`config.mk`:
```
export PLATFORM = sky130hd
export DESIGN_NAME = dsp_decode_pipe_flat
export DESIGN_NICKNAME = d
export VERILOG_FILES = /design/src/rtl/dsp_decode_pipe_if.sv /design/src/rtl/dsp_decode_pipe.sv /design/src/flat_wrapper.sv
export SDC_FILE = /design/constraint.sdc
export NUM_CORES = 1
export LEC_CHECK = 0
export CORE_UTILIZATION = 30
export DETAILED_ROUTE_END_ITERATION = 8
export HOLD_SLACK_MARGIN = 0.03
export PLACE_DENSITY_LB_ADDON = 0.1
export SLEW_MARGIN = 20
export SYNTH_ARGS = -nofsm -noshare
export SYNTH_HDL_FRONTEND = slang
export SYNTH_SLANG_ARGS = --single-unit
```
`constraint.sdc`:
```
create_clock -name clk -period 9.2 [get_ports clk]
set_clock_uncertainty 0.15 [all_clocks]
set_input_delay 1.38 -clock clk [delete_from_list [all_inputs] [get_ports clk]]
set_output_delay 1.38 -clock clk [all_outputs]
set_load 0.02 [all_outputs]
```
`src/rtl/dsp_decode_pipe_if.sv`:
```
// Signal bundle around the decode stage: fetch handshake, regfile read ports,
// writeback retire port and the decoded bundle handed to execute.
interface dsp_decode_pipe_if #(
    parameter int DATA_W = 16,
    parameter int INST_W = 32,
    parameter int NREG   = 32,
    parameter int CNT_W  = 16
);
    localparam int REG_AW = $clog2(NREG);

    logic              in_valid;
    logic              in_ready;
    logic [INST_W-1:0] instr;
    logic              flush;
    logic [REG_AW-1:0] rf_addr1;
    logic [REG_AW-1:0] rf_addr2;
    logic [REG_AW-1:0] rf_addr3;
    logic [DATA_W-1:0] rf_data1;
    logic [DATA_W-1:0] rf_data2;
    logic [DATA_W-1:0] rf_data3;
    logic              wb_valid;
    logic [REG_AW-1:0] wb_addr;
    logic              out_valid;
    logic              out_ready;
    logic [7:0]        out_alu_mode;
    logic [2:0]        out_mem_mode;
    logic [2:0]        out_flow_mode;
    logic              out_wb_en;
    logic [REG_AW-1:0] out_dest;
    logic [4:0]        out_shamt;
    logic [DATA_W-1:0] out_s1;
    logic [DATA_W-1:0] out_s2;
    logic [DATA_W-1:0] out_s3;
    logic [DATA_W-1:0] out_jaddr;
    logic              out_illegal;
    logic              err_illegal;
    logic [CNT_W-1:0]  stall_cnt;

    modport master (
        output in_valid, instr, flush, rf_data1, rf_data2, rf_data3,
               wb_valid, wb_addr, out_ready,
        input  in_ready, rf_addr1, rf_addr2, rf_addr3, out_valid,
               out_alu_mode, out_mem_mode, out_flow_mode, out_wb_en, out_dest,
               out_shamt, out_s1, out_s2, out_s3, out_jaddr, out_illegal,
               err_illegal, stall_cnt
    );

    modport slave (
        input  in_valid, instr, flush, rf_data1, rf_data2, rf_data3,
               wb_valid, wb_addr, out_ready,
        output in_ready, rf_addr1, rf_addr2, rf_addr3, out_valid,
               out_alu_mode, out_mem_mode, out_flow_mode, out_wb_en, out_dest,
               out_shamt, out_s1, out_s2, out_s3, out_jaddr, out_illegal,
               err_illegal, stall_cnt
    );
endinterface

```
`src/rtl/dsp_decode_pipe.sv`:
```
// Registered decode stage: one instruction per cycle, regfile operand fetch,
// scoreboard-based RAW/WAW stall, illegal-opcode flagging.
module dsp_decode_pipe #(
    parameter int DATA_W      = 16,
    parameter int INST_W      = 32,
    parameter int NREG        = 32,
    parameter int MAC_ACC_REG = 31,
    parameter int CNT_W       = 16
) (
    input  logic             clk,
    input  logic             rst_n,
    dsp_decode_pipe_if.slave bus
);
    localparam int REG_AW = $clog2(NREG);
    localparam logic [REG_AW-1:0] ACC_ADDR = REG_AW'(MAC_ACC_REG);

    typedef enum logic [7:0] {
        ALU_NOP  = 8'd0,  ALU_ADD  = 8'd1,  ALU_IADD = 8'd2,  ALU_SUB  = 8'd3,
        ALU_ISUB = 8'd4,  ALU_MUL  = 8'd5,  ALU_IMUL = 8'd6,  ALU_SQR  = 8'd7,
        ALU_MAC  = 8'd8,  ALU_AND  = 8'd9,  ALU_OR   = 8'd10, ALU_XOR  = 8'd11,
        ALU_SHLA = 8'd12, ALU_SHRA = 8'd13, ALU_SHLL = 8'd14, ALU_SHRL = 8'd15,
        ALU_ROL  = 8'd16, ALU_ROR  = 8'd17
    } alu_mode_e;

    typedef enum logic [2:0] {
        MEM_NONE = 3'd0, MEM_LD = 3'd1, MEM_ST = 3'd2, MEM_LD_IMM = 3'd3
    } mem_mode_e;

    typedef enum logic [2:0] {
        FLOW_NONE = 3'd0, FLOW_JMP = 3'd1, FLOW_BEZ = 3'd2, FLOW_BNEZ = 3'd3, FLOW_BEQ = 3'd4
    } flow_mode_e;

    // Operand/destination layout class of an opcode
    typedef enum logic [3:0] {
        FMT_BAD, FMT_R, FMT_I, FMT_SQR, FMT_MAC, FMT_JMP, FMT_BR1, FMT_BR2,
        FMT_LD, FMT_ST, FMT_LDI
    } fmt_e;

    logic [5:0]        w_op;
    logic [REG_AW-1:0] w_r1, w_r2, w_r3;
    logic [DATA_W-1:0] w_lit;
    alu_mode_e         w_alu;
    mem_mode_e         w_mem;
    flow_mode_e        w_flow;
    fmt_e              w_fmt;
    logic              w_use1, w_use2, w_use3;
    logic [REG_AW-1:0] w_addr1, w_addr2, w_addr3;
    logic [REG_AW-1:0] w_dest;
    logic              w_wb_en;
    logic [4:0]        w_shamt;
    logic              w_s1_lit, w_s2_lit, w_jump;
    logic [DATA_W-1:0] w_s1, w_s2, w_s3, w_jaddr;
    logic [NREG-1:0]   w_wb_clr, w_drop_clr, w_sb_set, w_sb_view;
    logic              w_hazard, w_in_ready, w_accept, w_drop;

    logic              r_out_valid;
    alu_mode_e         r_alu;
    mem_mode_e         r_mem;
    flow_mode_e        r_flow;
    logic              r_wb_en;
    logic [REG_AW-1:0] r_dest;
    logic [4:0]        r_shamt;
    logic [DATA_W-1:0] r_s1, r_s2, r_s3, r_jaddr;
    logic              r_illegal;
    logic              r_err;
    logic [CNT_W-1:0]  r_stall;
    logic [NREG-1:0]   r_sb;

    assign w_op  = bus.instr[31:26];
    assign w_r1  = REG_AW'(bus.instr[25:21]);
    assign w_r2  = REG_AW'(bus.instr[20:16]);
    assign w_r3  = REG_AW'(bus.instr[15:11]);
    assign w_lit = DATA_W'($signed(bus.instr[15:0]));

    always_comb begin
        w_alu  = ALU_NOP;
        w_mem  = MEM_NONE;
        w_flow = FLOW_NONE;
        w_fmt  = FMT_BAD;
        case (w_op)
            6'h00: begin w_alu = ALU_ADD;  w_fmt = FMT_R; end
            6'h01: begin w_alu = ALU_ADD;  w_fmt = FMT_I; end
            6'h02: begin w_alu = ALU_IADD; w_fmt = FMT_R; end
            6'h03: begin w_alu = ALU_IADD; w_fmt = FMT_I; end
            6'h04: begin w_alu = ALU_SUB;  w_fmt = FMT_R; end
            6'h05: begin w_alu = ALU_SUB;  w_fmt = FMT_I; end
            6'h06: begin w_alu = ALU_ISUB; w_fmt = FMT_R; end
            6'h07: begin w_alu = ALU_ISUB; w_fmt = FMT_I; end
            6'h08: begin w_alu = ALU_MUL;  w_fmt = FMT_R; end
            6'h09: begin w_alu = ALU_MUL;  w_fmt = FMT_I; end
            6'h0A: begin w_alu = ALU_IMUL; w_fmt = FMT_R; end
            6'h0B: begin w_alu = ALU_IMUL; w_fmt = FMT_I; end
            6'h0C: begin w_alu = ALU_SQR;  w_fmt = FMT_SQR; end
            6'h0D: begin w_alu = ALU_MAC;  w_fmt = FMT_MAC; end
            6'h10: begin w_alu = ALU_AND;  w_fmt = FMT_R; end
            6'h11: begin w_alu = ALU_AND;  w_fmt = FMT_I; end
            6'h12: begin w_alu = ALU_OR;   w_fmt = FMT_R; end
            6'h13: begin w_alu = ALU_OR;   w_fmt = FMT_I; end
            6'h14: begin w_alu = ALU_XOR;  w_fmt = FMT_R; end
            6'h15: begin w_alu = ALU_XOR;  w_fmt = FMT_I; end
            6'h16: begin w_alu = ALU_SHLA; w_fmt = FMT_R; end
            6'h17: begin w_alu = ALU_SHRA; w_fmt = FMT_R; end
            6'h18: begin w_alu = ALU_SHLL; w_fmt = FMT_R; end
            6'h19: begin w_alu = ALU_SHRL; w_fmt = FMT_R; end
            6'h1A: begin w_alu = ALU_ROL;  w_fmt = FMT_R; end
            6'h1B: begin w_alu = ALU_ROR;  w_fmt = FMT_R; end
            6'h20: begin w_flow = FLOW_JMP;  w_fmt = FMT_JMP; end
            6'h21: begin w_flow = FLOW_BEZ;  w_fmt = FMT_BR1; end
            6'h22: begin w_flow = FLOW_BNEZ; w_fmt = FMT_BR1; end
            6'h23: begin w_flow = FLOW_BEQ;  w_fmt = FMT_BR2; end
            6'h32: begin w_mem = MEM_LD;     w_fmt = FMT_LD; end
            6'h33: begin w_mem = MEM_ST;     w_fmt = FMT_ST; end
            6'h34: begin w_mem = MEM_LD_IMM; w_fmt = FMT_LDI; end
            default: ;
        endcase
    end

    // Register reads and destination per format; unused read ports address 0
    always_comb begin
        w_use1   = 1'b0;
        w_use2   = 1'b0;
        w_use3   = 1'b0;
        w_addr1  = '0;
        w_addr2  = '0;
        w_addr3  = '0;
        w_dest   = '0;
        w_wb_en  = 1'b0;
        w_shamt  = '0;
        w_s1_lit = 1'b0;
        w_s2_lit = 1'b0;
        w_jump   = 1'b0;
        case (w_fmt)
            FMT_R: begin
                w_use1 = 1'b1; w_addr1 = w_r1; w_use2 = 1'b1; w_addr2 = w_r2;
                w_dest = w_r3; w_wb_en = 1'b1; w_shamt = bus.instr[10:6];
            end
            FMT_I: begin
                w_use1 = 1'b1; w_addr1 = w_r1; w_s2_lit = 1'b1;
                w_dest = w_r2; w_wb_en = 1'b1;
            end
            FMT_SQR: begin
                w_use1 = 1'b1; w_addr1 = w_r1; w_use2 = 1'b1; w_addr2 = w_r1;
                w_dest = w_r3; w_wb_en = 1'b1; w_shamt = bus.instr[10:6];
            end
            FMT_MAC: begin
                w_use1 = 1'b1; w_addr1 = w_r1; w_use2 = 1'b1; w_addr2 = w_r2;
                w_use3 = 1'b1; w_addr3 = ACC_ADDR;
                w_dest = w_r3; w_wb_en = 1'b1; w_shamt = bus.instr[10:6];
            end
            FMT_JMP: w_jump = 1'b1;
            FMT_BR1: begin
                w_use1 = 1'b1; w_addr1 = w_r1; w_jump = 1'b1;
            end
            FMT_BR2: begin
                w_use1 = 1'b1; w_addr1 = w_r1; w_use2 = 1'b1; w_addr2 = w_r2; w_jump = 1'b1;
            end
            FMT_LD: begin
                w_use1 = 1'b1; w_addr1 = w_r2; w_dest = w_r1; w_wb_en = 1'b1;
            end
            FMT_ST: begin
                w_use1 = 1'b1; w_addr1 = w_r2; w_use2 = 1'b1; w_addr2 = w_r1;
            end
            FMT_LDI: begin
                w_s1_lit = 1'b1; w_dest = w_r1; w_wb_en = 1'b1;
            end
            default: ;
        endcase
    end

    assign w_s1    = w_s1_lit ? w_lit : (w_use1 ? bus.rf_data1 : '0);
    assign w_s2    = w_s2_lit ? w_lit : (w_use2 ? bus.rf_data2 : '0);
    assign w_s3    = w_use3 ? bus.rf_data3 : '0;
    assign w_jaddr = w_jump ? w_lit : '0;

    // Same-cycle writeback release is visible to the hazard check
    assign w_wb_clr  = bus.wb_valid ? (NREG'(1) << bus.wb_addr) : '0;
    assign w_sb_view = r_sb & ~w_wb_clr;
    assign w_hazard  = (w_use1 && w_sb_view[w_addr1]) || (w_use2 && w_sb_view[w_addr2]) ||
                       (w_use3 && w_sb_view[w_addr3]) || (w_wb_en && w_sb_view[w_dest]);

    assign w_in_ready = rst_n && !bus.flush && !w_hazard && (!r_out_valid || bus.out_ready);
    assign w_accept   = bus.in_valid && w_in_ready;
    assign w_drop     = bus.flush && r_out_valid && !bus.out_ready && r_wb_en;
    assign w_drop_clr = w_drop ? (NREG'(1) << r_dest) : '0;
    assign w_sb_set   = (w_accept && w_wb_en) ? (NREG'(1) << w_dest) : '0;

    always_ff @(posedge clk or negedge rst_n) begin
        if (!rst_n) begin
            r_sb <= '0;
        end else begin
            r_sb <= (r_sb & ~w_wb_clr & ~w_drop_clr) | w_sb_set;
        end
    end

    // Output bundle holds while execute back-pressures; flush only drops the valid
    always_ff @(posedge clk or negedge rst_n) begin
        if (!rst_n) begin
            r_out_valid <= 1'b0;
            r_alu       <= ALU_NOP;
            r_mem       <= MEM_NONE;
            r_flow      <= FLOW_NONE;
            r_wb_en     <= 1'b0;
            r_dest      <= '0;
            r_shamt     <= '0;
            r_s1        <= '0;
            r_s2        <= '0;
            r_s3        <= '0;
            r_jaddr     <= '0;
            r_illegal   <= 1'b0;
        end else if (w_accept) begin
            r_out_valid <= 1'b1;
            r_alu       <= w_alu;
            r_mem       <= w_mem;
            r_flow      <= w_flow;
            r_wb_en     <= w_wb_en;
            r_dest      <= w_dest;
            r_shamt     <= w_shamt;
            r_s1        <= w_s1;
            r_s2        <= w_s2;
            r_s3        <= w_s3;
            r_jaddr     <= w_jaddr;
            r_illegal   <= (w_fmt == FMT_BAD);
        end else if (bus.flush || bus.out_ready) begin
            r_out_valid <= 1'b0;
        end
    end

    always_ff @(posedge clk or negedge rst_n) begin
        if (!rst_n) begin
            r_err   <= 1'b0;
            r_stall <= '0;
        end else begin
            if (w_accept && (w_fmt == FMT_BAD)) begin
                r_err <= 1'b1;
            end
            if (bus.in_valid && w_hazard && (r_stall != '1)) begin
                r_stall <= r_stall + 1'b1;
            end
        end
    end

    assign bus.in_ready      = w_in_ready;
    assign bus.rf_addr1      = w_addr1;
    assign bus.rf_addr2      = w_addr2;
    assign bus.rf_addr3      = w_addr3;
    assign bus.out_valid     = r_out_valid;
    assign bus.out_alu_mode  = r_alu;
    assign bus.out_mem_mode  = r_mem;
    assign bus.out_flow_mode = r_flow;
    assign bus.out_wb_en     = r_wb_en;
    assign bus.out_dest      = r_dest;
    assign bus.out_shamt     = r_shamt;
    assign bus.out_s1        = r_s1;
    assign bus.out_s2        = r_s2;
    assign bus.out_s3        = r_s3;
    assign bus.out_jaddr     = r_jaddr;
    assign bus.out_illegal   = r_illegal;
    assign bus.err_illegal   = r_err;
    assign bus.stall_cnt     = r_stall;
endmodule

```
`src/flat_wrapper.sv`:
```
// flat-port wrapper written by rule: the top's interface ports become plain ports
module dsp_decode_pipe_flat 
#(
    parameter int DATA_W      = 16,
    parameter int INST_W      = 32,
    parameter int NREG        = 32,
    parameter int MAC_ACC_REG = 31,
    parameter int CNT_W       = 16
)
  (clk, rst_n, bus_in_valid, bus_instr, bus_flush, bus_rf_data1, bus_rf_data2, bus_rf_data3, bus_wb_valid, bus_wb_addr, bus_out_ready, bus_in_ready, bus_rf_addr1, bus_rf_addr2, bus_rf_addr3, bus_out_valid, bus_out_alu_mode, bus_out_mem_mode, bus_out_flow_mode, bus_out_wb_en, bus_out_dest, bus_out_shamt, bus_out_s1, bus_out_s2, bus_out_s3, bus_out_jaddr, bus_out_illegal, bus_err_illegal, bus_stall_cnt);
  dsp_decode_pipe_if #(.DATA_W(DATA_W), .INST_W(INST_W), .NREG(NREG), .CNT_W(CNT_W)) bus_i ();
  input  logic clk;
  input  logic rst_n;
  input wire logic [$bits(bus_i.in_valid)-1:0] bus_in_valid;
  input wire logic [$bits(bus_i.instr)-1:0] bus_instr;
  input wire logic [$bits(bus_i.flush)-1:0] bus_flush;
  input wire logic [$bits(bus_i.rf_data1)-1:0] bus_rf_data1;
  input wire logic [$bits(bus_i.rf_data2)-1:0] bus_rf_data2;
  input wire logic [$bits(bus_i.rf_data3)-1:0] bus_rf_data3;
  input wire logic [$bits(bus_i.wb_valid)-1:0] bus_wb_valid;
  input wire logic [$bits(bus_i.wb_addr)-1:0] bus_wb_addr;
  input wire logic [$bits(bus_i.out_ready)-1:0] bus_out_ready;
  output wire logic [$bits(bus_i.in_ready)-1:0] bus_in_ready;
  output wire logic [$bits(bus_i.rf_addr1)-1:0] bus_rf_addr1;
  output wire logic [$bits(bus_i.rf_addr2)-1:0] bus_rf_addr2;
  output wire logic [$bits(bus_i.rf_addr3)-1:0] bus_rf_addr3;
  output wire logic [$bits(bus_i.out_valid)-1:0] bus_out_valid;
  output wire logic [$bits(bus_i.out_alu_mode)-1:0] bus_out_alu_mode;
  output wire logic [$bits(bus_i.out_mem_mode)-1:0] bus_out_mem_mode;
  output wire logic [$bits(bus_i.out_flow_mode)-1:0] bus_out_flow_mode;
  output wire logic [$bits(bus_i.out_wb_en)-1:0] bus_out_wb_en;
  output wire logic [$bits(bus_i.out_dest)-1:0] bus_out_dest;
  output wire logic [$bits(bus_i.out_shamt)-1:0] bus_out_shamt;
  output wire logic [$bits(bus_i.out_s1)-1:0] bus_out_s1;
  output wire logic [$bits(bus_i.out_s2)-1:0] bus_out_s2;
  output wire logic [$bits(bus_i.out_s3)-1:0] bus_out_s3;
  output wire logic [$bits(bus_i.out_jaddr)-1:0] bus_out_jaddr;
  output wire logic [$bits(bus_i.out_illegal)-1:0] bus_out_illegal;
  output wire logic [$bits(bus_i.err_illegal)-1:0] bus_err_illegal;
  output wire logic [$bits(bus_i.stall_cnt)-1:0] bus_stall_cnt;
  assign bus_i.in_valid = bus_in_valid;
  assign bus_i.instr = bus_instr;
  assign bus_i.flush = bus_flush;
  assign bus_i.rf_data1 = bus_rf_data1;
  assign bus_i.rf_data2 = bus_rf_data2;
  assign bus_i.rf_data3 = bus_rf_data3;
  assign bus_i.wb_valid = bus_wb_valid;
  assign bus_i.wb_addr = bus_wb_addr;
  assign bus_i.out_ready = bus_out_ready;
  assign bus_in_ready = bus_i.in_ready;
  assign bus_rf_addr1 = bus_i.rf_addr1;
  assign bus_rf_addr2 = bus_i.rf_addr2;
  assign bus_rf_addr3 = bus_i.rf_addr3;
  assign bus_out_valid = bus_i.out_valid;
  assign bus_out_alu_mode = bus_i.out_alu_mode;
  assign bus_out_mem_mode = bus_i.out_mem_mode;
  assign bus_out_flow_mode = bus_i.out_flow_mode;
  assign bus_out_wb_en = bus_i.out_wb_en;
  assign bus_out_dest = bus_i.out_dest;
  assign bus_out_shamt = bus_i.out_shamt;
  assign bus_out_s1 = bus_i.out_s1;
  assign bus_out_s2 = bus_i.out_s2;
  assign bus_out_s3 = bus_i.out_s3;
  assign bus_out_jaddr = bus_i.out_jaddr;
  assign bus_out_illegal = bus_i.out_illegal;
  assign bus_err_illegal = bus_i.err_illegal;
  assign bus_stall_cnt = bus_i.stall_cnt;
  dsp_decode_pipe #(.DATA_W(DATA_W), .INST_W(INST_W), .NREG(NREG), .MAC_ACC_REG(MAC_ACC_REG), .CNT_W(CNT_W)) u_core (.clk(clk), .rst_n(rst_n), .bus(bus_i));
endmodule
```
* Word-level counts from Yosys, hierarchy flattened
Index checks and enable logic that the tools add are counted.
** Word-level totals
- Output and inout port bits :: 124
- Word-level logic and storage cells :: 155
- Input port bits :: 91
- Flip-flop bits (word level) :: 140
** Cells by class
- Shift-type cells :: 3
- Order comparisons :: 4
- Reductions and logical operators :: 49
- Muxes and demuxes :: 35
- Bitwise gates (word level) :: 5
- Equality and inequality tests :: 43
- Add/sub/neg operators :: 1
** Operators with widths (number)
- $mux 16 :: 6
- $mux 32 :: 3
- $shl 1x5->32 const A :: 3
- $pmux 5 s17 :: 1
- $eq 6x5->1 const B :: 12
- $and 32x32->32 :: 2
- $not 32->32 :: 2
- $eq 6x6->1 const B :: 7
- $pmux 4 s10 :: 1
- $eq 6x4->1 const B :: 6
- $or 32x32->32 :: 1
- $reduce_or 2->1 :: 13
- $eq 6x3->1 const B :: 4
- $lt 5x6->1 const B :: 4
- $bmux 1 s5 :: 4
- $pmux 5 s2 :: 2
- $add 16x1->16 const B :: 1
- $eq 4x3->1 const B :: 4
- $ne 16x16->1 const B :: 1
- $logic_and 1x1->1 :: 15
- $pmux 5 s3 :: 1
- $reduce_or 15->1 :: 1
- $mux 1 :: 13
- $eq 4x4->1 const B :: 3
- other kinds (17) :: 30

* Longest topological paths before layout
Gate-level depths: netlist of run 1.
- Depth in word-level cells :: 19
- Gate-level depth with buffers :: 18
- Depth with buffers taken out :: 12

* Least setup slack after synthesis of run 1
OpenSTA, ideal clock, no wires.
- Kind :: input port to output port
- From :: in bus_instr[27]
- To :: out bus_in_ready
- Data required time :: 7.670 ns
- Stages on the path :: 12
- Arrival time :: 3.918 ns
- Path buffers :: 2
- Path slack :: 3.752 ns
- Cell sequence :: buf_2 -> or2_4 -> a32o_1 -> buf_4 -> a22oi_4 -> inv_2 -> nor4_1 -> a31oi_1 -> a32oi_1 -> nand4_1 -> nor4_4 -> and3_1
** Between the ends
- Word-level cells in the longest chain between the ends :: 15
- Elaborated cells between the ends (all ways) :: 81
- Those cells by class :: 41 x eq/ne; 17 x mux; 23 x reduce/logical
** Ends and longest elaborated chain
- from (decl) :: line flat_wrapper.sv:15 : input wire logic [$bits(bus_i.instr)-1:0] bus_instr;
- $eq 6x2->1 (tied with other cells) :: line dsp_decode_pipe.sv:80 : case (w_op)
- $reduce_or 15->1 (no line) (tied with other cells)
- $pmux 4 s10 * :: line dsp_decode_pipe.sv:80
- $eq 4x1->1 (tied with other cells) :: line dsp_decode_pipe.sv:132 : case (w_fmt)
- $reduce_or 6->1 (no line) / $reduce_or 2->1 (equally long branches)
- $pmux 5 s2 * :: line dsp_decode_pipe.sv:132
- net bus_rf_addr1[1] :: line flat_wrapper.sv:24 : output wire logic [$bits(bus_i.rf_addr1)-1:0] bus_rf_addr1;
- $bmux 1 s5 * :: line dsp_decode_pipe.sv:178 : assign w_hazard = (w_use1 && w_sb_view[w_addr1]) || (w_use2 && w_sb_view[w_addr2]) ||
- $mux 1 (implied by the code) * :: line dsp_decode_pipe.sv:178
- $logic_and 1x1->1 * :: line dsp_decode_pipe.sv:178
- $logic_or 1x1->1 * (2 in series) :: line dsp_decode_pipe.sv:178
- $logic_or 1x1->1 * :: line dsp_decode_pipe.sv:179 : (w_use3 && w_sb_view[w_addr3]) || (w_wb_en && w_sb_view[w_dest]);
- $logic_not 1->1 * :: line dsp_decode_pipe.sv:181 : assign w_in_ready = rst_n && !bus.flush && !w_hazard && (!r_out_valid || bus.out_ready);
- $logic_and 1x1->1 * (2 in series) :: line dsp_decode_pipe.sv:181
- to (decl) :: line flat_wrapper.sv:23 : output wire logic [$bits(bus_i.in_ready)-1:0] bus_in_ready;
The timed path passes the listed nets; every way through them passes the cells marked *. The select of a mux whose other input is x is not followed.

* Worst setup path in the final report of run 1
- From :: in bus_instr[30]
- To :: out bus_in_ready
** Between the ends
- Word-level cells in the longest chain between the ends :: 15
- Elaborated cells between the ends (all ways) :: 81
- Those cells by class :: 41 x eq/ne; 17 x mux; 23 x reduce/logical
** Ends and longest elaborated chain (line)
- $eq 6x2->1 (tied with other cells) :: dsp_decode_pipe.sv:80
- $reduce_or 15->1 (no line) (tied with other cells)
- $pmux 4 s10 * :: dsp_decode_pipe.sv:80
- $eq 4x1->1 (tied with other cells) :: dsp_decode_pipe.sv:132
- $reduce_or 6->1 (no line) (tied with other cells)
- $pmux 5 s2 :: dsp_decode_pipe.sv:132
- $bmux 1 s5 :: dsp_decode_pipe.sv:178
- $mux 1 (implied by the code) :: dsp_decode_pipe.sv:178
- $logic_and 1x1->1 :: dsp_decode_pipe.sv:178
- $logic_or 1x1->1 (2 in series) :: dsp_decode_pipe.sv:178
- $logic_or 1x1->1 * :: dsp_decode_pipe.sv:179
- $logic_not 1->1 * :: dsp_decode_pipe.sv:181
- $logic_and 1x1->1 * (2 in series) :: dsp_decode_pipe.sv:181
Mark *: on every way between the ends. The rest lies on a longest branch, timed or not. The select of a mux whose other input is x is not followed.

==> flow_metrics.env, run 1 <==
export IMPL_outcome="complete, no violations"
export IMPL_final_antenna_net_count=0
export IMPL_internal_power_mw=1.38
export IMPL_fp_row_count=58
export IMPL_hp_class="flop to flop"
export IMPL_worstPathArrival_ns=6.07
export IMPL_overflow=0
export IMPL_slowest_stage="clkdlybuf4s50_1"
export IMPL_multi_input_area_um2=4070
export IMPL_synth_edf_count=0
export IMPL_comb_power_share_pct=29.6
export IMPL_grt_pass1_wl_um=45700
export IMPL_crit_fanout=24
export IMPL_dieArea_um2=26800
export IMPL_clock_power_share_pct=34.4
export IMPL_synth_top_area_share_pct=43.3
export IMPL_synth_seq_area_share_pct=43.3
export IMPL_drt_iter0_markers=775
export IMPL_initial_utilization_pct=30.9
export IMPL_relSlewSlack_pct=22.4
export IMPL_vdd_drop_max_mv=0.121
export IMPL_ys_flop_type="dfrtp_1"
export IMPL_route_detailed_drc=0
export IMPL_dp_cells=1380
export IMPL_syn_area_per_cell_um2=8.75
export IMPL_critPathMaxStageDelay_ns=0.76
export IMPL_post_cts_repair_setup_buffers=0
export IMPL_stdcell_area_um2=10700
export IMPL_power_share_sequential_pct=36.0
export IMPL_cts_made_buffers=17
export IMPL_drv_cap=0
export IMPL_finalCritPeriodShare_pct=82.7
export IMPL_dr_total_vias=7650
export IMPL_cp_end_kind="output pin"
export IMPL_syn_area_um2=7860
export IMPL_rsz0062_at_grt="false"
export IMPL_setup_tns_ns=0
export IMPL_setup_viol=0
export IMPL_synth_seq_cells=136
export IMPL_p_leak_nw=4.31
export IMPL_dp_slack_ns=1.60
export IMPL_wl_per_cell_um=21.5
export IMPL_regArea_um2=3400
export IMPL_grt_pass1_vias=7394
export IMPL_timing_final_ws_setup_ns=1.60
export IMPL_crit_required_ns=7.67
export IMPL_cp_common_cell="clkdlybuf4s50_1"
export IMPL_cp_top_family="compound AO/OA/AOI/OAI gates"
export IMPL_coreArea_um2=25400
export IMPL_worstSetupStartpoint="bus_instr[30]"
export IMPL_area_growth_synth_to_final_pct=36.8
export IMPL_path_clk_slew_ns=0.07
export IMPL_place_area_um2=10100
export IMPL_grt_max_degree=103
export IMPL_reg2reg_slack_ns=4.84
export IMPL_netlist_top_cells_area="dfrtp_1 43%, o21ai_0 7.8%, nand2_1 7.5%, a22oi_1 3.9%, mux2i_1 3.3%"
export IMPL_ioPinCount=215
export IMPL_h_tree_depth=4
export IMPL_cts_tree="done"
export IMPL_synth_cell_type_count=73
export IMPL_yosys_area_top_type="dfrtp_1"
export IMPL_num_nets_final=1161
export IMPL_ys_warn_count=0
export IMPL_hp_start="u_core.bus.err_illegal$_DFFE_PN0P_"
export IMPL_post_route_min_period_ns=7.60
export IMPL_cts_hold_buffers_added=0
export IMPL_reg2reg_from="u_core.r_sb[28]$_DFF_PN0_"
export IMPL_insertedDiodeCount=0
export IMPL_drtPass1Iterations=5
export IMPL_grt_use_total_pct=22.8
export IMPL_tightest_slew_ns=1.15
export IMPL_path_cells="clkdlybuf4s50_1, inv_1, o211a_1, a22o_1, a21o_1, mux2i_1, a22oi_1, a31oi_1, nor4_4, and3_1, clkdlybuf4s50_1"
export IMPL_start_kind="primary input"
export IMPL_cts_root_buf="clkbuf_16"
export IMPL_ys_top_cells_by_count="156 x nand2_1, 136 x dfrtp_1, 123 x o21ai_0, 41 x a22oi_1, 37 x clkbuf_1"
export IMPL_maxSlewViolCount=0
export IMPL_die_w_um=164
export IMPL_io_buffers=210
export IMPL_via_per_inst=5.42
export IMPL_swShare_pct=33.8
export IMPL_power_per_cell_area_nw_per_um2=194
export IMPL_instances_no_fill=1412
export IMPL_power_switching_mw=0.705
export IMPL_clock_path_buffers=2
export IMPL_hpwl_um=21800
export IMPL_clkLatencyLatePin_ns=0.43
export IMPL_synth_async_sr_flop_share_pct=100
export IMPL_synth_most_common_cell="nand2_1"
export IMPL_dieHeight_um=164
export IMPL_antenna_found_initial=0
export IMPL_clkSinkCount=136
export IMPL_drt_wl_total_um=30400
export IMPL_layout_drive_gt1_share_pct=7.12
export IMPL_path_buf_inv=3
export IMPL_synth_cells=898
export IMPL_ctsResizeCount=0
export IMPL_hold_viol=0
export IMPL_n_fill_cell=2568
export IMPL_critPathKind="primary input to output pin"
export IMPL_fmax_mhz=132
export IMPL_gp_congestion=0.909
## flip-flops by register name, indices dropped and copies added (netlist names)
signal                    flops
u_core.bus.err_illegal        1
u_core.bus.out_mem_mode       2
u_core.r_sb                  32
u_core.bus.out_alu_mode       5
u_core.bus.out_wb_en          1
u_core.bus.out_s3            16
u_core.bus.stall_cnt         16
u_core.bus.out_s1            16
u_core.bus.out_flow_mode      3
u_core.bus.out_illegal        1
u_core.bus.out_jaddr         16
u_core.bus.out_s2            16
u_core.bus.out_valid          1
u_core.bus.out_dest           5
u_core.bus.out_shamt          5
## cell usage in the layout (no fill, tap or decap), drive strengths merged, types with 11 or more instances in the layout
cell,instances
nor3,27
mux2i,26
nor2,35
clkdlybuf4s50,209
buf,13
nand2,157
a21oi,16
xnor2,15
a22oi,43
nand3,22
o21ai,126
clkbuf,18
o31ai,11
inv,19
dfrtp,136
o22ai,24
## worst register-to-register path, delay by kind of cell (launching register included)
kind | cells | cell delay [ns]
simple gates | 6 | 2.08
buf+inv | 1 | 0.57
compound gates | 4 | 1.17
flops | 1 | 0.36
## cell families (layout without fill, tap and decap cells)
logic type / count (synthesis) / in the layout / synth area share, %
AND/OR/NAND/NOR: 327 / 327 / 20.1
AO/OA/AOI/OAI: 292 / 292 / 24.5
flip-flops: 136 / 136 / 43.3
buffers and inverters: 88 / 269 / 5.19
multiplexers: 36 / 36 / 4.75
XOR/XNOR: 17 / 17 / 1.90
adder cells (fa/ha/maj): 1 / 1 / 0.159
other: 1 / 4 / 0.0477
## metal layers
metal	share of wire [%]	up-vias	track usage [%]
met3	6.5	44	4.55
met1	45	3683	30.5
met5	0	-	0
li1	-	3624	-
met2	46	299	36.3
met4	2.6	0	8.42
## worst paths after layout
check | cells after the start | endpoint
worst min register to register | 1 | u_core.bus.err_illegal$_DFFE_PN0P_
worst max-delay path | 11 | bus_in_ready
min in group asynchronous | 1 | u_core.bus.out_alu_mode[1]$_DFFE_PN0P_
worst min-delay path | 1 | u_core.bus.err_illegal$_DFFE_PN0P_
max in group asynchronous | 2 | u_core.bus.out_s1[12]$_DFFE_PN0P_
worst max register to register | 11 | u_core.bus.err_illegal$_DFFE_PN0P_
## power by group through the flow
stage	clock network [mW]	logic (mW)	registers [mW]
final	0.716	0.616	0.750
after CTS	0.733	0.618	0.751
after detailed placement	0	0.616	0.762
after global placement	0	0.616	0.759
after floorplan	0	0.228	0.833
after global routing	0.760	0.665	0.763
## through the flow
stage          util (%)  total power, mW  hold slack, ns
5_1_grt            42.3             2.19           0.352
6_report           42.3             2.08           0.323
4_1_cts            42.3             2.10           0.334
2_1_floorplan         -             1.06           0.383
3_3_place_gp       39.9             1.38           0.304
3_5_place_dp       39.9             1.38           0.319
## layout make-up
| class | instances | area share (%) |
|---|---|---|
| Multi-Input combinational cell | 677 | 37.8 |
| Clock buffer | 18 | 3.99 |
| Sequential cell | 136 | 31.7 |
| Clock inverter | 14 | 1.60 |
| Tap cell | 330 | 3.84 |
| Inverter | 15 | 0.524 |
| Timing Repair Buffer | 222 | 20.5 |
Power figures use the tool's default switching activity.
==> run 2, diff against run 1 <==
==> constraint.sdc (replaced) <==
create_clock -name clk -period 7.6 [get_ports clk]
set_clock_uncertainty 0.15 [all_clocks]
set_input_delay 1.14 -clock clk [delete_from_list [all_inputs] [get_ports clk]]
set_output_delay 1.14 -clock clk [all_outputs]
set_load 0.02 [all_outputs]
==> flow_metrics.env, run 2 (synthesis results as in run 1) <==
export IMPL_vdd_drop_max_mv=0.135
export IMPL_grt_pass1_wl_um=45200
export IMPL_drv_cap=0
export IMPL_met1_usage_pct=30.7
export IMPL_fp_row_count=58
export IMPL_reg2reg_slack_ns=3.99
export IMPL_hp_class="flop to flop"
export IMPL_gr_usage_met3_pct=4.90
export IMPL_grt_util_met2_pct=34.4
export IMPL_route_detailed_drc=0
export IMPL_post_route_min_period_ns=6.77
export IMPL_holdPathStages=1
export IMPL_dieArea_um2=26800
export IMPL_ctsResizeCount=0
export IMPL_fmax_mhz=148
export IMPL_clkSinkCount=136
export IMPL_drtPass1Iterations=5
export IMPL_cts_tree="done"
export IMPL_path_clk_slew_ns=0.06
export IMPL_relSlewSlack_pct=31.2
export IMPL_gp_congestion=0.910
export IMPL_die_w_um=164
export IMPL_grt_pass1_vias=7221
export IMPL_final_antenna_net_count=0
export IMPL_outcome="complete, no violations"
export IMPL_grt_max_degree=81
export IMPL_r2r_end="u_core.bus.err_illegal$_DFFE_PN0P_"
export IMPL_num_nets_final=1183
export IMPL_overflow=0
export IMPL_dieHeight_um=164
export IMPL_top_register="u_core.r_sb"
export IMPL_cp_end_kind="output pin"
export IMPL_setup_tns_ns=0
export IMPL_cts_root_buf="clkbuf_16"
export IMPL_rsz0062_at_grt="false"
export IMPL_area_growth_synth_to_final_pct=38.9
export IMPL_dp_cells=1402
export IMPL_drt_iter0_markers=572
export IMPL_cts_made_buffers=17
export IMPL_wl_per_cell_um=20.8
export IMPL_maxSlewViolCount=0
export IMPL_place_area_um2=10300
export IMPL_hold_viol=0
export IMPL_tightest_slew_ns=1.02
export IMPL_initial_utilization_pct=30.9
export IMPL_largest_register_ffs=32
export IMPL_rr_worst_depth=11
export IMPL_insertedDiodeCount=0
export IMPL_ioPinCount=215
export IMPL_critPathKind="primary input to output pin"
export IMPL_hpwl_um=21900
export IMPL_p_leak_nw=4.41
export IMPL_stdcell_area_um2=10900
export IMPL_final_cell_mix="209 x clkdlybuf4s50_1, 156 x nand2_1, 136 x dfrtp_1"
export IMPL_worstPathArrival_ns=5.48
export IMPL_crit_required_ns=6.31
export IMPL_worstSetupStartpoint="bus_instr[28]"
export IMPL_start_kind="primary input"
export IMPL_dr_total_vias=7645
export IMPL_grt_use_total_pct=22.4
export IMPL_coreArea_um2=25400
export IMPL_post_cts_repair_setup_buffers=0
export IMPL_h_tree_depth=4
export IMPL_setup_viol=0
export IMPL_busiest_layer="met2"
export IMPL_n_fill_cell=2538
export IMPL_clock_path_buffers=2
export IMPL_antenna_found_initial=0
export IMPL_instances_no_fill=1434
export IMPL_final_common_cell="clkdlybuf4s50_1"
export IMPL_io_buffers=210
export IMPL_cts_hold_buffers_added=0
export IMPL_clkLatencyLatePin_ns=0.45
export IMPL_drt_wl_total_um=29800
export IMPL_finalCritPeriodShare_pct=89.1
export IMPL_via_per_inst=5.33
export IMPL_crit_fanout=21
export IMPL_endpoint="bus_in_ready"
export IMPL_power_per_cell_area_nw_per_um2=229
export IMPL_reg2reg_from="u_core.r_sb[25]$_DFF_PN0_"
export IMPL_layout_drive_gt1_share_pct=9.06
-- run 2: power breakdown --
| group | internal, mW | switching [mW] |
|---|---|---|
| registers | 0.826 | 0.0818 |
| clock network | 0.437 | 0.397 |
| logic | 0.331 | 0.421 |
-- run 2: critical path: stages --
cell and delay, ns:
clkdlybuf4s50_1 0.75, and2_1 0.35, o2111a_1 0.31, o31ai_1 0.40
nand2b_1 0.46, mux2i_1 0.24, a211o_1 0.32, o41ai_1 0.59
nor4_4 0.11, and3_1 0.25, clkdlybuf4s50_1 0.56
-- run 2: area by class of cell --
class | instances | area [µm²] | area share [%]
multi-input combinational | 677 | 4070 | 37.3
sequential | 136 | 3400 | 31.2
timing repair buffer | 244 | 2380 | 21.9
clock buffer | 17 | 425 | 3.90
tap | 330 | 413 | 3.79
clock inverter | 15 | 160 | 1.47
inverter | 15 | 56.3 | 0.516
-- run 2: how the worst min path moves through the flow --
stage / end / startpoint / slack, ns
finish: u_core.bus.err_illegal$_DFFE_PN0P_ / u_core.bus.err_illegal$_DFFE_PN0P_ / 0.31
global route: u_core.bus.err_illegal$_DFFE_PN0P_ / u_core.bus.err_illegal$_DFFE_PN0P_ / 0.34
CTS: u_core.bus.err_illegal$_DFFE_PN0P_ / u_core.bus.err_illegal$_DFFE_PN0P_ / 0.32
detailed placement: u_core.bus.err_illegal$_DFFE_PN0P_ / u_core.bus.err_illegal$_DFFE_PN0P_ / 0.31
global placement: u_core.bus.err_illegal$_DFFE_PN0P_ / u_core.bus.err_illegal$_DFFE_PN0P_ / 0.30
floorplan: u_core.r_sb[24]$_DFF_PN0_ / u_core.r_sb[24]$_DFF_PN0_ / 0.38
-- run 2: per-layer routing --
metal / vias up / wire [µm]
met5: - / 0
met4: 0 / 806
met3: 50 / 2010
met2: 299 / 13500
met1: 3637 / 13500
li1: 3659 / -
-- run 2: stage by stage --
step                      worst slack (ns)  hold slack, ns  total power [mW]  util (%)
after global placement               0.866           0.304              1.68      40.6
after global routing                 0.565           0.340              2.61      42.9
after detailed placement             0.853           0.307              1.67      40.6
after CTS                            0.842           0.323              2.52      42.9
final                                0.825           0.314              2.49      42.9
after floorplan                       2.63           0.383              1.28         -
